File: config.mk
export PLATFORM = sky130hd
export DESIGN_NAME = uart_rx_frame_controller
export DESIGN_NICKNAME = d
export VERILOG_FILES = /design/src/rtl/uart_rx_ctrl_pkg.sv /design/src/rtl/uart_baud_tick_gen.sv /design/src/rtl/uart_rx_frame_controller.sv
export SDC_FILE = /design/constraint.sdc
export NUM_CORES = 1
export LEC_CHECK = 0
export CAP_MARGIN = 5
export CORE_UTILIZATION = 50
export CTS_CLUSTER_DIAMETER = 100
export DETAILED_ROUTE_END_ITERATION = 10
export PLACE_DENSITY_LB_ADDON = 0.15
export SYNTH_ARGS = -nofsm -noshare
export SYNTH_HDL_FRONTEND = slang
export SYNTH_SLANG_ARGS = --single-unit
File: constraint.sdc
create_clock -name clk -period 1.9 [get_ports clk]
set_clock_uncertainty 0.15 [all_clocks]
set_input_delay 0.19 -clock clk [delete_from_list [all_inputs] [get_ports clk]]
set_output_delay 0.19 -clock clk [all_outputs]
set_load 0.02 [all_outputs]
File: src/rtl/uart_rx_ctrl_pkg.sv
// Shared types and helpers for the UART receive frame controller.
// Counter widths cover the full legal range of OVERSAMPLE (8..32) and DATA_WIDTH (5..9).
package uart_rx_ctrl_pkg;

    typedef enum logic [2:0] {
        IDLE,
        START,
        DATA,
        PARITY,
        STOP,
        DONE
    } rx_state_e;

    localparam int MAX_DATA_WIDTH = 9;
    localparam int MAX_OVERSAMPLE = 32;
    localparam int SMP_CNT_W      = $clog2(MAX_OVERSAMPLE);
    localparam int BIT_CNT_W      = $clog2(MAX_DATA_WIDTH + 1);

    function automatic logic parity_calc(input logic [MAX_DATA_WIDTH-1:0] data,
                                         input logic                      odd);
        return (^data) ^ odd;
    endfunction

endpackage

File: src/rtl/uart_baud_tick_gen.sv
// Oversample tick generator: one-clk tick every (baud_div+1) clks while enabled.
// baud_div is captured while disabled; the counter holds at reload until enabled.
module uart_baud_tick_gen (
    input  logic        clk,
    input  logic        reset,
    input  logic        en,
    input  logic [15:0] baud_div,
    output logic        tick
);

    logic [15:0] cnt;
    logic [15:0] div_q;

    always_ff @(posedge clk) begin
        if (reset) begin
            cnt   <= '0;
            div_q <= '0;
        end else if (!en) begin
            cnt   <= baud_div;
            div_q <= baud_div;
        end else if (cnt == 16'd0) begin
            cnt <= div_q;
        end else begin
            cnt <= cnt - 16'd1;
        end
    end

    assign tick = en && (cnt == 16'd0);

endmodule

File: src/rtl/uart_rx_frame_controller.sv
// UART frame receiver: start qualification, mid-bit sampling, parity/stop checks.
// frame_valid rises 2 clk after the last stop sample edge; one-entry buffer, overrun if full.
module uart_rx_frame_controller
    import uart_rx_ctrl_pkg::*;
#(
    parameter int DATA_WIDTH = 8,
    parameter int OVERSAMPLE = 16,
    parameter int PARITY_EN  = 1,
    parameter int PARITY_ODD = 0,
    parameter int STOP_BITS  = 1
) (
    input  logic                  clk,
    input  logic                  reset,
    input  logic [15:0]           baud_div,
    input  logic                  rx,
    output logic [DATA_WIDTH-1:0] frame_data,
    output logic                  frame_valid,
    input  logic                  frame_ready,
    output logic                  parity_err,
    output logic                  framing_err,
    output logic                  overrun,
    input  logic                  overrun_clr,
    output logic                  busy
);

    localparam logic [SMP_CNT_W-1:0] MID_CNT   = SMP_CNT_W'(OVERSAMPLE / 2 - 1);
    localparam logic [SMP_CNT_W-1:0] BIT_END   = SMP_CNT_W'(OVERSAMPLE - 1);
    localparam logic [BIT_CNT_W-1:0] LAST_DATA = BIT_CNT_W'(DATA_WIDTH - 1);
    localparam logic [BIT_CNT_W-1:0] LAST_STOP = BIT_CNT_W'(STOP_BITS - 1);

    rx_state_e state, next_state;

    logic                  rx_meta, rx_sync, rx_prev;
    logic                  rx_fall;
    logic                  tick, tick_en;
    logic                  sample_pt;
    logic [SMP_CNT_W-1:0]  smp_cnt;
    logic [BIT_CNT_W-1:0]  bit_cnt;
    logic [DATA_WIDTH-1:0] shift_reg;
    logic                  par_bad, frm_bad;
    logic                  load;

    always_ff @(posedge clk) begin
        if (reset) begin
            rx_meta <= 1'b1;
            rx_sync <= 1'b1;
            rx_prev <= 1'b1;
        end else begin
            rx_meta <= rx;
            rx_sync <= rx_meta;
            rx_prev <= rx_sync;
        end
    end

    assign rx_fall = rx_prev && !rx_sync;

    uart_baud_tick_gen u_tick_gen (
        .clk      (clk),
        .reset    (reset),
        .en       (tick_en),
        .baud_div (baud_div),
        .tick     (tick)
    );

    always_ff @(posedge clk) begin
        if (reset) begin
            state <= IDLE;
        end else begin
            state <= next_state;
        end
    end

    always_comb begin
        next_state = state;
        unique case (state)
            IDLE:   if (rx_fall) next_state = START;
            START:  if (sample_pt) next_state = rx_sync ? IDLE : DATA;
            DATA:   if (sample_pt && bit_cnt == LAST_DATA)
                        next_state = (PARITY_EN != 0) ? PARITY : STOP;
            PARITY: if (sample_pt) next_state = STOP;
            STOP:   if (sample_pt && bit_cnt == LAST_STOP) next_state = DONE;
            DONE:   next_state = IDLE;
            default: next_state = IDLE;
        endcase
    end

    always_comb begin
        busy      = (state != IDLE);
        tick_en   = (state != IDLE);
        sample_pt = 1'b0;
        unique case (state)
            START:              sample_pt = tick && (smp_cnt == MID_CNT);
            DATA, PARITY, STOP: sample_pt = tick && (smp_cnt == BIT_END);
            default:            sample_pt = 1'b0;
        endcase
    end

    // STOP reuses bit_cnt to count stop bits; it is zero on leaving DATA.
    always_ff @(posedge clk) begin
        if (reset) begin
            smp_cnt   <= '0;
            bit_cnt   <= '0;
            shift_reg <= '0;
            par_bad   <= 1'b0;
            frm_bad   <= 1'b0;
        end else if (state == IDLE) begin
            smp_cnt <= '0;
            bit_cnt <= '0;
            par_bad <= 1'b0;
            frm_bad <= 1'b0;
        end else begin
            if (tick) begin
                smp_cnt <= sample_pt ? '0 : smp_cnt + 1'b1;
            end
            if (sample_pt) begin
                unique case (state)
                    DATA: begin
                        shift_reg <= {rx_sync, shift_reg[DATA_WIDTH-1:1]};
                        bit_cnt   <= (bit_cnt == LAST_DATA) ? '0 : bit_cnt + 1'b1;
                    end
                    PARITY: begin
                        par_bad <= (rx_sync != parity_calc(MAX_DATA_WIDTH'(shift_reg),
                                                           1'(PARITY_ODD)));
                    end
                    STOP: begin
                        if (!rx_sync) frm_bad <= 1'b1;
                        bit_cnt <= bit_cnt + 1'b1;
                    end
                    default: ;
                endcase
            end
        end
    end

    assign load = (state == DONE) && (!frame_valid || frame_ready);

    always_ff @(posedge clk) begin
        if (reset) begin
            frame_data  <= '0;
            frame_valid <= 1'b0;
            parity_err  <= 1'b0;
            framing_err <= 1'b0;
            overrun     <= 1'b0;
        end else begin
            if (load) begin
                frame_data  <= shift_reg;
                parity_err  <= par_bad;
                framing_err <= frm_bad;
                frame_valid <= 1'b1;
            end else if (frame_valid && frame_ready) begin
                frame_valid <= 1'b0;
            end
            if ((state == DONE) && frame_valid && !frame_ready) begin
                overrun <= 1'b1;
            end else if (overrun_clr) begin
                overrun <= 1'b0;
            end
        end
    end

endmodule
---- Word level (Yosys, flattened, before mapping) ----
Index checks and enable logic that the tools add are counted.
storage, ports and cells
  bits in registers ....................... 69
  latch bits .............................. 0
  RAM bits ................................ 0
  memory bits (read-only) ................. 0
  bits of input ports ..................... 21
  output and inout bits ................... 13
  word-level logic and storage cells ...... 81
  memories kept ........................... 0
cells by class
  add/subtract/negate cells ............... 3
  $mul .................................... 0
  divide/modulo/power cells ............... 0
  $lt $le $gt $ge ......................... 0
  equality and inequality tests ........... 14
  shift operators ......................... 0
  multiplexer cells ....................... 17
  bitwise gates (word level) .............. 2
  reduce and logical (&&, ||, !) cells .... 29
operators by type and width
  operator                 number
  $mux W16                 2
  $logic_not A16 Y1        1
  $sub A16 B1 Y16 const B  1
  $mux W3                  5
  $pmux W3 S5              1
  $logic_and A1 B1 Y1      10
  $ne A2 B2 Y1 const B     5
  $reduce_xor A9 Y1        1
  $pmux W4 S2              1
  $eq A3 B2 Y1 const B     2
  $eq A3 B3 Y1 const B     2
  $reduce_and A3 Y1        2
  $reduce_bool A2 Y1       3
  $add A5 B1 Y5 const B    1
  $eq A5 B3 Y1 const B     1
  $eq A5 B4 Y1 const B     1
  $mux W5                  1
  $reduce_and A5 Y1        1
  $add A4 B1 Y4 const B    1
  $eq A4 B3 Y1 const B     1
  $logic_not A4 Y1         1
  $mux W1                  4
  $mux W4                  1
  $reduce_and A2 Y1        2
  11 further kinds         14

---- Longest topological paths before layout ----
  depth in word-level cells ............... 7
  gate-level depth with buffers ........... 9
  gate-level depth less buffers ........... 7

---- Modules after synthesis ----
From an unflattened synthesis, not the netlist that was laid out.
unflattened totals
  cell total of the unflattened synthesis .. 375
  area, all modules ....................... 3442.1 µm²
modules (own cells, without submodules)
  module                    instances  cells an instance  area an instance (µm²)  sequential area each (µm²)
  uart_baud_tick_gen        1          202                1766.7                  640.6
  uart_rx_frame_controller  1          173                1675.4                  740.7

---- Worst setup path after synthesis ----
Ideal clock, no wire load.
  path kind ............................... register to register
  start point ............................. register u_tick_gen.cnt[7]
  end point ............................... register bit_cnt[3]
  library setup time ...................... 0.070 ns
  arrival ................................. 1.847 ns
  data required time ...................... 1.680 ns
  path slack .............................. -0.167 ns
  cell stages (with the launch flop) ...... 7
  buffers on the path ..................... 1
  period minus slack after synthesis ...... 2.067 ns
  path through ............................ dfxtp_1 -> nor4_4 -> and4_1 -> buf_6 -> o2111ai_4 -> or4_1 -> a21oi_1
on the way
  cells in the longest elaborated chain, start to end .. 5
  elaborated cells on any way between the ends .. 6
  classes of those cells .................. mux: 1; reduce/logical: 5
RTL lines
  what                                    RTL line                                                        text
  start, declared                         uart_baud_tick_gen.sv:11                                        logic [15:0] cnt;
  start signal, assigned                  uart_baud_tick_gen.sv:19                                        cnt <= baud_div;
  start signal, assigned                  uart_baud_tick_gen.sv:22                                        cnt <= div_q;
  start signal, assigned                  uart_baud_tick_gen.sv:24                                        cnt <= cnt - 16'd1;
  $logic_not A16 Y1 *                     uart_baud_tick_gen.sv:28                                        assign tick = en && (cnt == 16'd0);
  $logic_and A1 B1 Y1 *                   uart_baud_tick_gen.sv:28
  $logic_and A1 B1 Y1 (on tied branches)  uart_rx_frame_controller.sv:93, uart_rx_frame_controller.sv:92
  $pmux W1 S2 *                           uart_rx_frame_controller.sv:91                                  unique case (state)
  $reduce_and A2 Y1 (no line) *           --
  end signal, assigned                    uart_rx_frame_controller.sv:119                                 bit_cnt <= (bit_cnt == LAST_DATA) ? '0 : bit_cnt + 1'b1;
  end signal, assigned                    uart_rx_frame_controller.sv:127                                 bit_cnt <= bit_cnt + 1'b1;
  end, declared                           uart_rx_frame_controller.sv:38                                  logic [BIT_CNT_W-1:0] bit_cnt;
Every way passes the cells marked *; elsewhere a longest branch is shown, timed or not.
A chain may end at the register's enable or synchronous reset.

---- Final worst setup path ----
  start point ............................. register u_tick_gen.cnt[6]
  end point ............................... register bit_cnt[3]
Same word-level chain as after synthesis.

==> flow_summary.yaml <==
run_status:
  run_status: "finished, violations left"
  violations: "negative setup slack"
global_route:
  grt_first_pass_wirelength_mm: 13.9
  grt_overflow: 0
  grt_max_degree: 63
  antenna_found_initial: 0
  grt_pass1_vias: 2941
  grt_usage_pct: 25.0
synthesis:
  netlist.area_leader.share_pct: 42.0
  synth-async-reset-ratio_pct: 0
  netlist_top_cells_area: "dfxtp_1 42%, mux2i_1 7.0%, a21oi_1 5.0%"
  syn_nets: 402
  synth_most_common_cell: "dfxtp_1"
  yosys_warnings: 0
  yosys-top-cells-count: "69 x dfxtp_1, 39 x nand2_1, 38 x nor2_1"
  synth_cell_type_count: 48
  avgSynthCellArea_um2: 8.74
  synth_seq_cells: 69
  synth_area_mm2: 0.00329
  synth-edff-count: 0
  syn-instance-count: 376
  synth_top_area_cell: "dfxtp_1"
  synth-seq-area-share_pct: 42.0
  synth-main-ff-cell: "dfxtp_1"
worst_setup_path:
  reg2reg_depth: 6
  cp-start-kind: "flop"
  cp.arrival_ps: 2160
  crit_path_start: "u_tick_gen.cnt[6]"
  crit_path_end_kind: "flop"
  endpoint: "bit_cnt[3]"
  critical_path.max_fanout: 3
  r2r-start: "u_tick_gen.cnt[6]"
  rr_endpoint: "bit_cnt[3]"
  crit_type: "reg -> reg"
  r2r_slack_ps: -120
  worst_ep_required_time_ps: 2040
timing:
  final.setup.worst_slack_ps: -120
  maxSlewViolCount: 0
  whs_ps: 165
  final-setup-viol-count: 18
  finalCriticalPeriod_ps: 2020
  rsz0062_at_grt: "yes"
  max-slew-margin-rel_pct: 74.0
  post-route-period-util_pct: 106
  hold_viol_final: 0
  tightest_slew_ps: 390
  fmax_ghz: 0.495
cts:
  clkSlewWorstSetupHoldPaths_ps: 80
  tritoncts.num_buffers: 9
  cts_tree: "done"
  cts-htree-levels: 3
  clk_latency_ps: 350
  cts_num_sinks: 69
  cts_root_buffer: "clkbuf_8"
  clockBufferDepth: 2
placed_design:
  placed_area_mm2: 0.00406
  gp_congestion: 0.838
  hpwl_mm: 5.34
  io_buffers: 33
detailed_routing:
  num_vias: 3041
  dr.pass1.iters: 4
  wl_per_cell_um: 15.4
  vias_per_cell: 5.60
  antenna_left: 0
  drt_iter0_drc: 181
  drt_wl_total_mm: 8.39
  drc: 0
floorplanning:
  io_pins: 34
  core_area_mm2: 0.00635
  rows: 29
  die_area_mm2: 0.00690
  die_x_um: 83.1
  initial_core_util_pct: 51.8
  die_y_um: 83.1
layout:
  fillers: 469
  drive_gt1_share_pct: 30.3
  post-route-util_pct: 72.6
  design_area_mm2: 0.00461
  nets: 487
  n_antenna_cell: 0
  reg_top3: "u_tick_gen.cnt x16, u_tick_gen.div_q x16"
  area_growth_pct: 40.3
flow_run:
  maxCapViolations: 0
power:
  switching_share_pct: 25.9
  p_per_area_mw_per_mm2: 738
  p_clk_share_pct: 40.5
  switchingPower_uw: 880
  power.total_uw: 3400
  combPwrFrac_pct: 14.3
  power.leakage_uw: 0.00173
  seq_power_share_pct: 45.2
  ir_worst_vdd_mv: 0.602
  p_int_uw: 2520
min_path:
  hold_class: "in -> reg"
## per-layer routing
metal  GRT usage, %  routed length [um]  vias to the layer above
li1               -                   -                     1511
met1           33.4                3890                     1441
met2           39.6                3980                       75
met3           5.57                 396                       14
met4           9.25                 118                        0
met5              0                   0                        -
## how the worst min path moves through the flow
stage	startpoint	to	slack [ps]	depth (start not counted)
floorplan	rx	rx_meta	140	1
global placement	rx_meta	rx_sync	250	1
detailed placement	rx_meta	rx_sync	240	1
CTS	reset	shift_reg[7]	150	3
global route	reset	shift_reg[3]	160	3
finish	reset	shift_reg[0]	170	3
## worst max-delay path: stages (launching register included)
cell and delay [ps]:
dfxtp_2 350, nor4_4 340, and4_4 320, o2111ai_4 120
buf_6 150, or4_4 410, a21oi_2 140
## metrics by stage
step | setup slack, ps | instances | TNS [ps]
after floorplan | -136 | 376 | -1470
after global placement | -73.6 | 516 | -141
after detailed placement | -142 | 516 | -947
after CTS | -115 | 538 | -390
after global routing | -186 | 543 | -3240
final | -120 | 543 | -1000
## layout make-up
type,instances,area [um^2],share of cell area [%]
inverters,8,30.0,0.651
well taps,77,96.3,2.09
flip-flops and latches,69,1390,30.2
multi-input cells,273,1960,42.4
clock inverters,6,93.8,2.04
repair buffers,100,902,19.6
clock buffers,10,138,2.99
## cell usage in the layout (no fill, tap or decap), drive strengths merged, types with 2 or more instances in the layout
master / Yosys / routed
nor3: 15 / 15
xnor2: 13 / 13
o211ai: 8 / 8
bufinv: 0 / 2
and4: 2 / 2
a211o: 3 / 3
buf: 6 / 68
or2: 3 / 3
nor2b: 4 / 4
clkdlybuf4s50: 0 / 31
mux2i: 23 / 23
or4: 4 / 4
o21a: 2 / 2
nand2b: 2 / 2
nand4: 10 / 10
a211oi: 4 / 4
nand4b: 2 / 2
clkbuf: 20 / 11
nand3b: 5 / 5
o21ai: 15 / 15
nand3: 8 / 8
clkinv: 0 / 2
o2111a: 2 / 2
xor2: 7 / 7
nor4: 7 / 7
inv: 8 / 9
a21oi: 33 / 33
dfxtp: 69 / 69
nor3b: 2 / 2
ha: 5 / 5
nor2: 38 / 38
o31ai: 3 / 3
nand2: 39 / 39
## power groups by stage
stage / Sequential (uW) / Combinational, uW / Clock, uW
2_1_floorplan: 1570 / 231 / 0
3_3_place_gp: 1560 / 415 / 0
3_5_place_dp: 1560 / 421 / 0
4_1_cts: 1530 / 445 / 1410
5_1_grt: 1540 / 534 / 1460
6_report: 1540 / 488 / 1380
## repair_timing
action                                  4_1_cts  5_1_grt
hold buffers                                  0        0
pin swaps                                    17       20
gates cloned                                  0        1
endpoints found under the setup margin       22       35
setup buffers                                 7        4
gates resized for setup                      33       45
## cells by family after synthesis
family	synth area share [%]
mux	7.00
buf+inv	4.57
fa+ha+maj	2.21
flops	42.0
simple gates	22.7
xor+xnor	6.01
compound gates	15.5
Power figures use the tool's default switching activity.
